==> src/rtl/apb_wrr_transfer_scheduler.sv <==
// APB channel scheduler: IDLE/SETUP/ACCESS phase sequencing, weighted round-robin
// grant with per-master burst credits, and an ACCESS-phase watchdog.
//
// state     | meaning
// ----------+---------------------------------------------------------------
// ST_IDLE   | no transfer; o_gnt=0, arbitrates when any request is present
// ST_SETUP  | APB setup phase, one cycle, o_gnt valid, o_penable low
// ST_ACCESS | APB access phase, o_penable high, waits for i_pready or watchdog
module apb_wrr_transfer_scheduler #(
   parameter int MASTER_COUNT = 3,
   parameter int WEIGHT_WIDTH = 2,
   parameter int TIMEOUT      = 16
) (
   input  logic                                 i_pclk,
   input  logic                                 i_prstn,
   input  logic [MASTER_COUNT-1:0]              i_req,
   input  logic [MASTER_COUNT*WEIGHT_WIDTH-1:0] i_weights,
   input  logic                                 i_pready,
   input  logic                                 i_pslverr,
   output logic [MASTER_COUNT-1:0]              o_gnt,
   output logic                                 o_penable,
   output logic                                 o_busy,
   output logic                                 o_done,
   output logic                                 o_pslverr,
   output logic                                 o_timeout
);

   localparam int TO_WIDTH = $clog2(TIMEOUT);
   localparam int IDX_W    = (MASTER_COUNT > 1) ? $clog2(MASTER_COUNT) : 1;

   localparam logic [1:0] ST_IDLE   = 2'd0;
   localparam logic [1:0] ST_SETUP  = 2'd1;
   localparam logic [1:0] ST_ACCESS = 2'd2;

   localparam logic [TO_WIDTH-1:0] WD_LIMIT = TO_WIDTH'(TIMEOUT - 1);
   localparam logic [IDX_W-1:0]    IDX_MAX  = IDX_W'(MASTER_COUNT - 1);

   logic [1:0]              state_q;
   logic [MASTER_COUNT-1:0] gnt_q;
   logic                    penable_q;
   logic                    done_q;
   logic                    pslverr_q;
   logic                    timeout_q;
   logic [TO_WIDTH-1:0]     wd_q;
   logic [IDX_W-1:0]        ptr_q;
   logic [IDX_W-1:0]        last_q;
   logic [WEIGHT_WIDTH-1:0] credit_q;

   logic [MASTER_COUNT-1:0] arb_req;
   logic [MASTER_COUNT-1:0] win_onehot;
   logic [IDX_W-1:0]        search_idx;
   logic [IDX_W-1:0]        sel_idx;
   logic [IDX_W-1:0]        ptr_next;
   logic [WEIGHT_WIDTH-1:0] search_weight;
   logic                    keep_last;
   logic                    search_found;
   logic                    any_win;
   logic                    complete;
   logic                    arb_take;
   int                      cand;

   assign complete = (state_q == ST_ACCESS) && (i_pready || (wd_q == WD_LIMIT));
   assign arb_take = any_win && ((state_q == ST_IDLE) || complete);

   // On completion the retiring master is masked from the pointer search; it can
   // only win again through the credit path, and only if its request is still up.
   always_comb begin
      arb_req = i_req;
      if (state_q == ST_ACCESS) begin
         arb_req = i_req & ~gnt_q;
      end
      keep_last    = i_req[last_q] && (credit_q != '0);
      search_found = 1'b0;
      search_idx   = '0;
      cand         = 0;
      for (int i = 0; i < MASTER_COUNT; i++) begin
         cand = int'(ptr_q) + i;
         if (cand >= MASTER_COUNT) begin
            cand = cand - MASTER_COUNT;
         end
         if (!search_found && arb_req[cand]) begin
            search_found = 1'b1;
            search_idx   = IDX_W'(cand);
         end
      end
      sel_idx = keep_last ? last_q : search_idx;
      any_win = keep_last || search_found;
      win_onehot = '0;
      win_onehot[sel_idx] = any_win;
      ptr_next = (search_idx == IDX_MAX) ? '0 : search_idx + 1'b1;
      search_weight = i_weights[int'(search_idx)*WEIGHT_WIDTH +: WEIGHT_WIDTH];
   end

   always_ff @(posedge i_pclk or posedge i_prstn) begin
      if (i_prstn) begin
         state_q   <= ST_IDLE;
         gnt_q     <= '0;
         penable_q <= 1'b0;
         done_q    <= 1'b0;
         pslverr_q <= 1'b0;
         timeout_q <= 1'b0;
         wd_q      <= '0;
         ptr_q     <= '0;
         last_q    <= '0;
         credit_q  <= '0;
      end else begin
         done_q    <= 1'b0;
         pslverr_q <= 1'b0;
         timeout_q <= 1'b0;

         if (arb_take) begin
            if (keep_last) begin
               credit_q <= credit_q - 1'b1;
            end else begin
               credit_q <= search_weight;
               ptr_q    <= ptr_next;
               last_q   <= search_idx;
            end
         end

         case (state_q)
            ST_IDLE: begin
               if (any_win) begin
                  state_q <= ST_SETUP;
                  gnt_q   <= win_onehot;
               end
            end
            ST_SETUP: begin
               state_q   <= ST_ACCESS;
               penable_q <= 1'b1;
               wd_q      <= '0;
            end
            ST_ACCESS: begin
               if (complete) begin
                  penable_q <= 1'b0;
                  done_q    <= 1'b1;
                  pslverr_q <= i_pready ? i_pslverr : 1'b1;
                  timeout_q <= ~i_pready;
                  gnt_q     <= win_onehot;
                  state_q   <= any_win ? ST_SETUP : ST_IDLE;
               end else begin
                  wd_q <= wd_q + 1'b1;
               end
            end
            default: begin
               state_q   <= ST_IDLE;
               gnt_q     <= '0;
               penable_q <= 1'b0;
            end
         endcase
      end
   end

   assign o_gnt     = gnt_q;
   assign o_penable = penable_q;
   assign o_busy    = (state_q != ST_IDLE);
   assign o_done    = done_q;
   assign o_pslverr = pslverr_q;
   assign o_timeout = timeout_q;

endmodule

==> config.mk <==
export PLATFORM = sky130hd
export DESIGN_NAME = apb_wrr_transfer_scheduler
export DESIGN_NICKNAME = d
export VERILOG_FILES = /design/src/rtl/apb_wrr_transfer_scheduler.sv
export SDC_FILE = /design/constraint.sdc
export NUM_CORES = 1
export LEC_CHECK = 0
export ABC_CLOCK_PERIOD_IN_PS = 2400
export BUFFER_PORTS_ARGS = -buffer_cell sky130_fd_sc_hd__buf_2
export CORE_ASPECT_RATIO = 0.5
export CORE_MARGIN = 2
export CORE_UTILIZATION = 45
export DETAILED_ROUTE_END_ITERATION = 8
export PLACE_DENSITY = 0.65
export SLEW_MARGIN = 20
export SYNTH_ARGS = -nofsm -noshare
export SYNTH_HDL_FRONTEND = slang
export SYNTH_SLANG_ARGS = --single-unit
export TNS_END_PERCENT = 50
==> constraint.sdc <==
create_clock -name i_pclk -period 2.4 [get_ports i_pclk]
set_input_delay 0 -clock i_pclk [delete_from_list [all_inputs] [get_ports i_pclk]]
set_output_delay 0 -clock i_pclk [all_outputs]
set_load 0.005 [all_outputs]
# Word-level counts from Yosys, hierarchy flattened
# Index checks and enable logic that the tools add are counted.
# classes
addsub,8
order_cmp,9
eq_ne,7
n_shift,1
n_mux,44
n_bitwise,7
reduce_logical,20
# op_table
op,n
"32-bit by 4-bit < comparator with 1-bit output, second input constant",3
32-bit two-way mux,3
1-bit two-way mux,20
2-bit two-way mux,8
3-bit two-way mux,3
3-bit case mux with 3 select lines,1
1-bit binary-select mux with 2-bit select,4
4-bit case mux with 2 select lines,1
2-bit AND reduction,4
"3-bit by 2-bit subtractor with 4-bit output, second input constant",2
3-bit AND,2
"3-bit by 2-bit >= comparator with 1-bit output, second input constant",2
1-bit logical AND,6
"2-bit by 3-bit < comparator with 1-bit output, second input constant",2
"2-bit != test, second input constant",3
2-bit case mux with 3 select lines,1
2-bit nonzero test,3
6-bit by 4-bit indexed part select with 2-bit output,1
"4-bit by 1-bit adder with 4-bit output, second input constant",1
"2-bit == test, second input constant",2
"4-bit == test, second input constant",1
4-bit two-way mux,1
1-bit NOT,4
"2-bit by 1-bit adder with 3-bit output, second input constant",1
other kinds (14),17
# totals
register_bits,19
in_bits,13
out_inout_bits,8

# Longest topological paths before layout
# depth
ltp_word,21
depth_mapped,8
depth_no_buf,8

# Least setup slack after synthesis
# Ideal clock, no wire load.
# synth_path
path_kind,register to register
startpoint,reg ptr_q[0]
endpoint,reg credit_q[1]
setup_time_ps,133
arrival_ps,2036
t_required_ps,2267
path_slack_ps,232
path_stages_with_launch,9
n_path_buf,0
cell_sequence,dfrtp_1 inv_1 ha_1 nor2b_1 o311ai_4 a221oi_4 mux2_4 o311ai_2 mux2i_1
# synth_via
elab_chain_cells,14
elab_cells_between_ends,34
classes_between,add/sub: 5; order compare: 3; shift: 1; mux: 19; reduce/logical: 6
# synth_rtl
item,line_no,rtl
"start, declared",45,logic [IDX_W-1:0] ptr_q;
"start signal, assigned",116,ptr_q <= ptr_next;
"parallel branches: the longest is 14 deep, another holds 3-bit by 2-bit subtractor with 4-bit output",--,
"end signal, assigned",113,credit_q <= credit_q - 1'b1;
"end signal, assigned",115,credit_q <= search_weight;
"end, declared",47,logic [WEIGHT_WIDTH-1:0] credit_q;
# Several ways; the timed one is not identified. The select of a mux whose other input is x is not followed.
# A chain may end at the register's enable or synchronous reset.

# Worst setup path after layout
# layout_path
startpoint,reg wd_q[0]
endpoint,"reg gnt_q[0], in the netlist o_gnt[0]"
# layout_via
elab_chain_cells,5
# layout_rtl
item,line_no,rtl
"start, declared",44,logic [TO_WIDTH-1:0] wd_q;
"start signal, assigned",142,wd_q <= wd_q + 1'b1;
4-bit == test,62,assign complete = (state_q == ST_ACCESS) && (i_pready || (wd_q == WD_LIMIT));
1-bit logical OR,62,
1-bit logical AND,62,
2-bit != test (no line),--,
3-bit AND reduction (no line),--,
"end signal, assigned",125,gnt_q <= win_onehot;
"end signal, assigned",139,gnt_q <= win_onehot;
"end, declared",39,logic [MASTER_COUNT-1:0] gnt_q;
# Every way passes these cells.

==> run metrics <==
Most used DFF post-synth=dfrtp_1; CTS tree=yes; worst r2r path cells=5; Max Slew Vio Count=0; DRT iter0 DRCs=39; worst reg2reg path endpoint=o_gnt[0]; Yosys cell types=48; status=finished clean; Worst Hold Class=in2reg; Worst Path Max Fanout=7; Routed Antenna Nets=0; first-pass GRT wire length=4830 um; flops & latches, synth=19; # IOs=21; largest net degree at the start of global routing=20; Cell Count Post-Placement=187; Layout fillers=250; final hold slack=0.0701 ns; Worst Hold Depth=3; Post-synth EDFFs=0; worst skew pair latency=0.26 ns; Worst-Margin Slew=0.779 ns; final worst slack=0.164 ns; unrepaired setup endpoints after global routing=no; I/O Buffers=20; GRT Util Overall=18.3%; Max Cap Violations=0; placeable core area=2670 um2; final WL=2790 um; largest vdd supply drop=0.385 mV; f_max=0.447 GHz; Num CTS Buffers=3; DRC Markers=0; Arr. time, crit path=2.43 ns; Yosys warning count=0; CP required=2.59 ns; # nets final=177; sequential share of the synthesized area=36.5%; CP Capture Type=flop; die area=3370 um2; die width=80.1 um; post-DP HPWL=2060 um; Clock Pin Slew Worst Setup and Hold Paths=0.08 ns; CTS root buf=clkbuf_8; die height=42.1 um; dpl ws=0.0406 ns; Final Cycle Share=93.2%; fraction of registers with async set/reset=100%; Area Growth Syn to Fin=19.3%; vias=1053; H-tree levels=1; kind of critical path=reg2reg; clk buf depth=2; initial antenna violation count=0; Power Total=1.90 mW; Hold Path Origin=i_weights[4]; max_slew headroom=48.0%; n_diodes=0; final setup vio count=0; fin crit period=2.24 ns; vias in the first global route=980; wire per inst=14.2 um; final-report hold violation count=0; total congestion overflow=0; leakage power=0.761 nW; Mapped Cells=131; clock sink count=19; Final Non-Filler Cells=196; layout cells sized above 1=30.8%; Mapped Nets=148; reg-to-reg startpoint=wd_q[0]; Vias per Instance=5.37; Synth Cell Area=1300 um2; Initial Util=48.9%; CP Launch Type=flop; Worst R2R Setup Slack=0.16 ns; P per Cell Area=1220 nW/um2; Final Skew=0.00741 ns; Rows=13; placer congestion estimate=0.784; setup TNS=0 ns; Worst Hold Path EP=credit_q[0]; drt pass-1 iters=4; syn_area_per_cell=9.95 um2
-- placed cells by master, fill, tap and decap left out, types with 2 or more instances in the layout --
master,netlist,final
nand3b_4,3,3
nand2b_1,3,3
inv_1,11,11
nor2b_1,3,2
ha_1,4,3
nand2_1,10,10
nor2_1,6,6
mux2i_1,7,7
o21ai_0,6,6
o21a_1,2,2
nor3_1,5,5
buf_4,0,4
dlygate4sd3_1,0,3
o211ai_1,2,2
a21oi_1,10,10
nand3_1,2,2
dfrtp_1,19,19
a31oi_1,3,3
buf_2,1,20
mux2_2,4,4
clkbuf_8,0,3
-- registers in the layout, summed over array words and instances (netlist names) --
name	cells
wd_q	4
o_done	1
o_gnt	3
o_timeout	1
credit_q	2
o_pslverr	1
state_q	2
ptr_q	2
last_q	2
o_penable	1
-- Yosys cell counts (2+ instances only) --
cell	number	area [um2]
dfrtp_1	19	475
inv_1	11	41.3
a21oi_1	10	50.1
nand2_1	10	37.5
mux2i_1	7	70.1
nor2_1	6	22.5
o21ai_0	6	30.0
nor3_1	5	25.0
ha_1	4	50.1
mux2_2	4	45.0
a31oi_1	3	18.8
nand2b_1	3	18.8
nand3b_4	3	60.1
nor2b_1	3	18.8
nand3_1	2	10.0
o211ai_1	2	15.0
o21a_1	2	15.0
-- layer usage --
layer  wire length, um  vias up  track usage [%]
li1                  -      536                -
met4                 0        0             4.07
met5                 0        -                0
met2              1300       12             27.2
met1              1410      505             26.3
met3                85        0             5.17
-- area by class of cell --
class	count	area [um2]	share of cell area, %
multi-input cells	98	783	50.4
repair buffers	27	160	10.3
clock inverters	1	7.51	0.483
inverters	11	41.3	2.65
flip-flops and latches	19	475	30.6
clock buffers	3	41.3	2.65
well taps	37	46.3	2.98
-- power breakdown --
| part | internal (mW) | switching, mW |
|---|---|---|
| Combinational | 0.540 | 0.566 |
| Clock | 0.117 | 0.118 |
| Sequential | 0.436 | 0.122 |
-- worst max-delay path: stages (launching register included) --
cell	delay (ns)
dfrtp_1	0.43
ha_1	0.23
a31oi_1	0.14
a21oi_1	0.66
a21boi_2	0.46
mux2i_1	0.23
-- what timing repair did --
action,4_1_cts,5_1_grt
hold buffers,3,0
setup endpoints to repair,0,2
setup buffers,0,2
endpoints found under the hold margin,21,0
resized for setup,0,4
-- logic make-up after synthesis --
kind of cell	synth area share (%)
simple gates	22.3
mux	10.8
buf+inv	4.70
flops	36.5
fa+ha+maj	3.84
compound gates	21.9
-- worst max path at each step --
stage / from / to / depth (start not counted) / slack (ns)
after global placement: ptr_q[0] / credit_q[1] / 8 / 0.11
after detailed placement: ptr_q[0] / credit_q[1] / 8 / 0.04
final: wd_q[0] / o_gnt[0] / 5 / 0.16
after global routing: wd_q[0] / o_gnt[0] / 5 / 0.006
after floorplan: ptr_q[0] / credit_q[1] / 8 / 0.23
after CTS: ptr_q[0] / credit_q[1] / 8 / 0.03
-- per-stage QoR --
step / instance area [um2] / util [%]
finish: 1560 / 58.3
global route: 1560 / 58.3
CTS: 1520 / 57.1
detailed placement: 1450 / 54.2
global placement: 1450 / 54.2
floorplan: 1300 / -
Note: power is estimated with default switching activity, not from simulation.
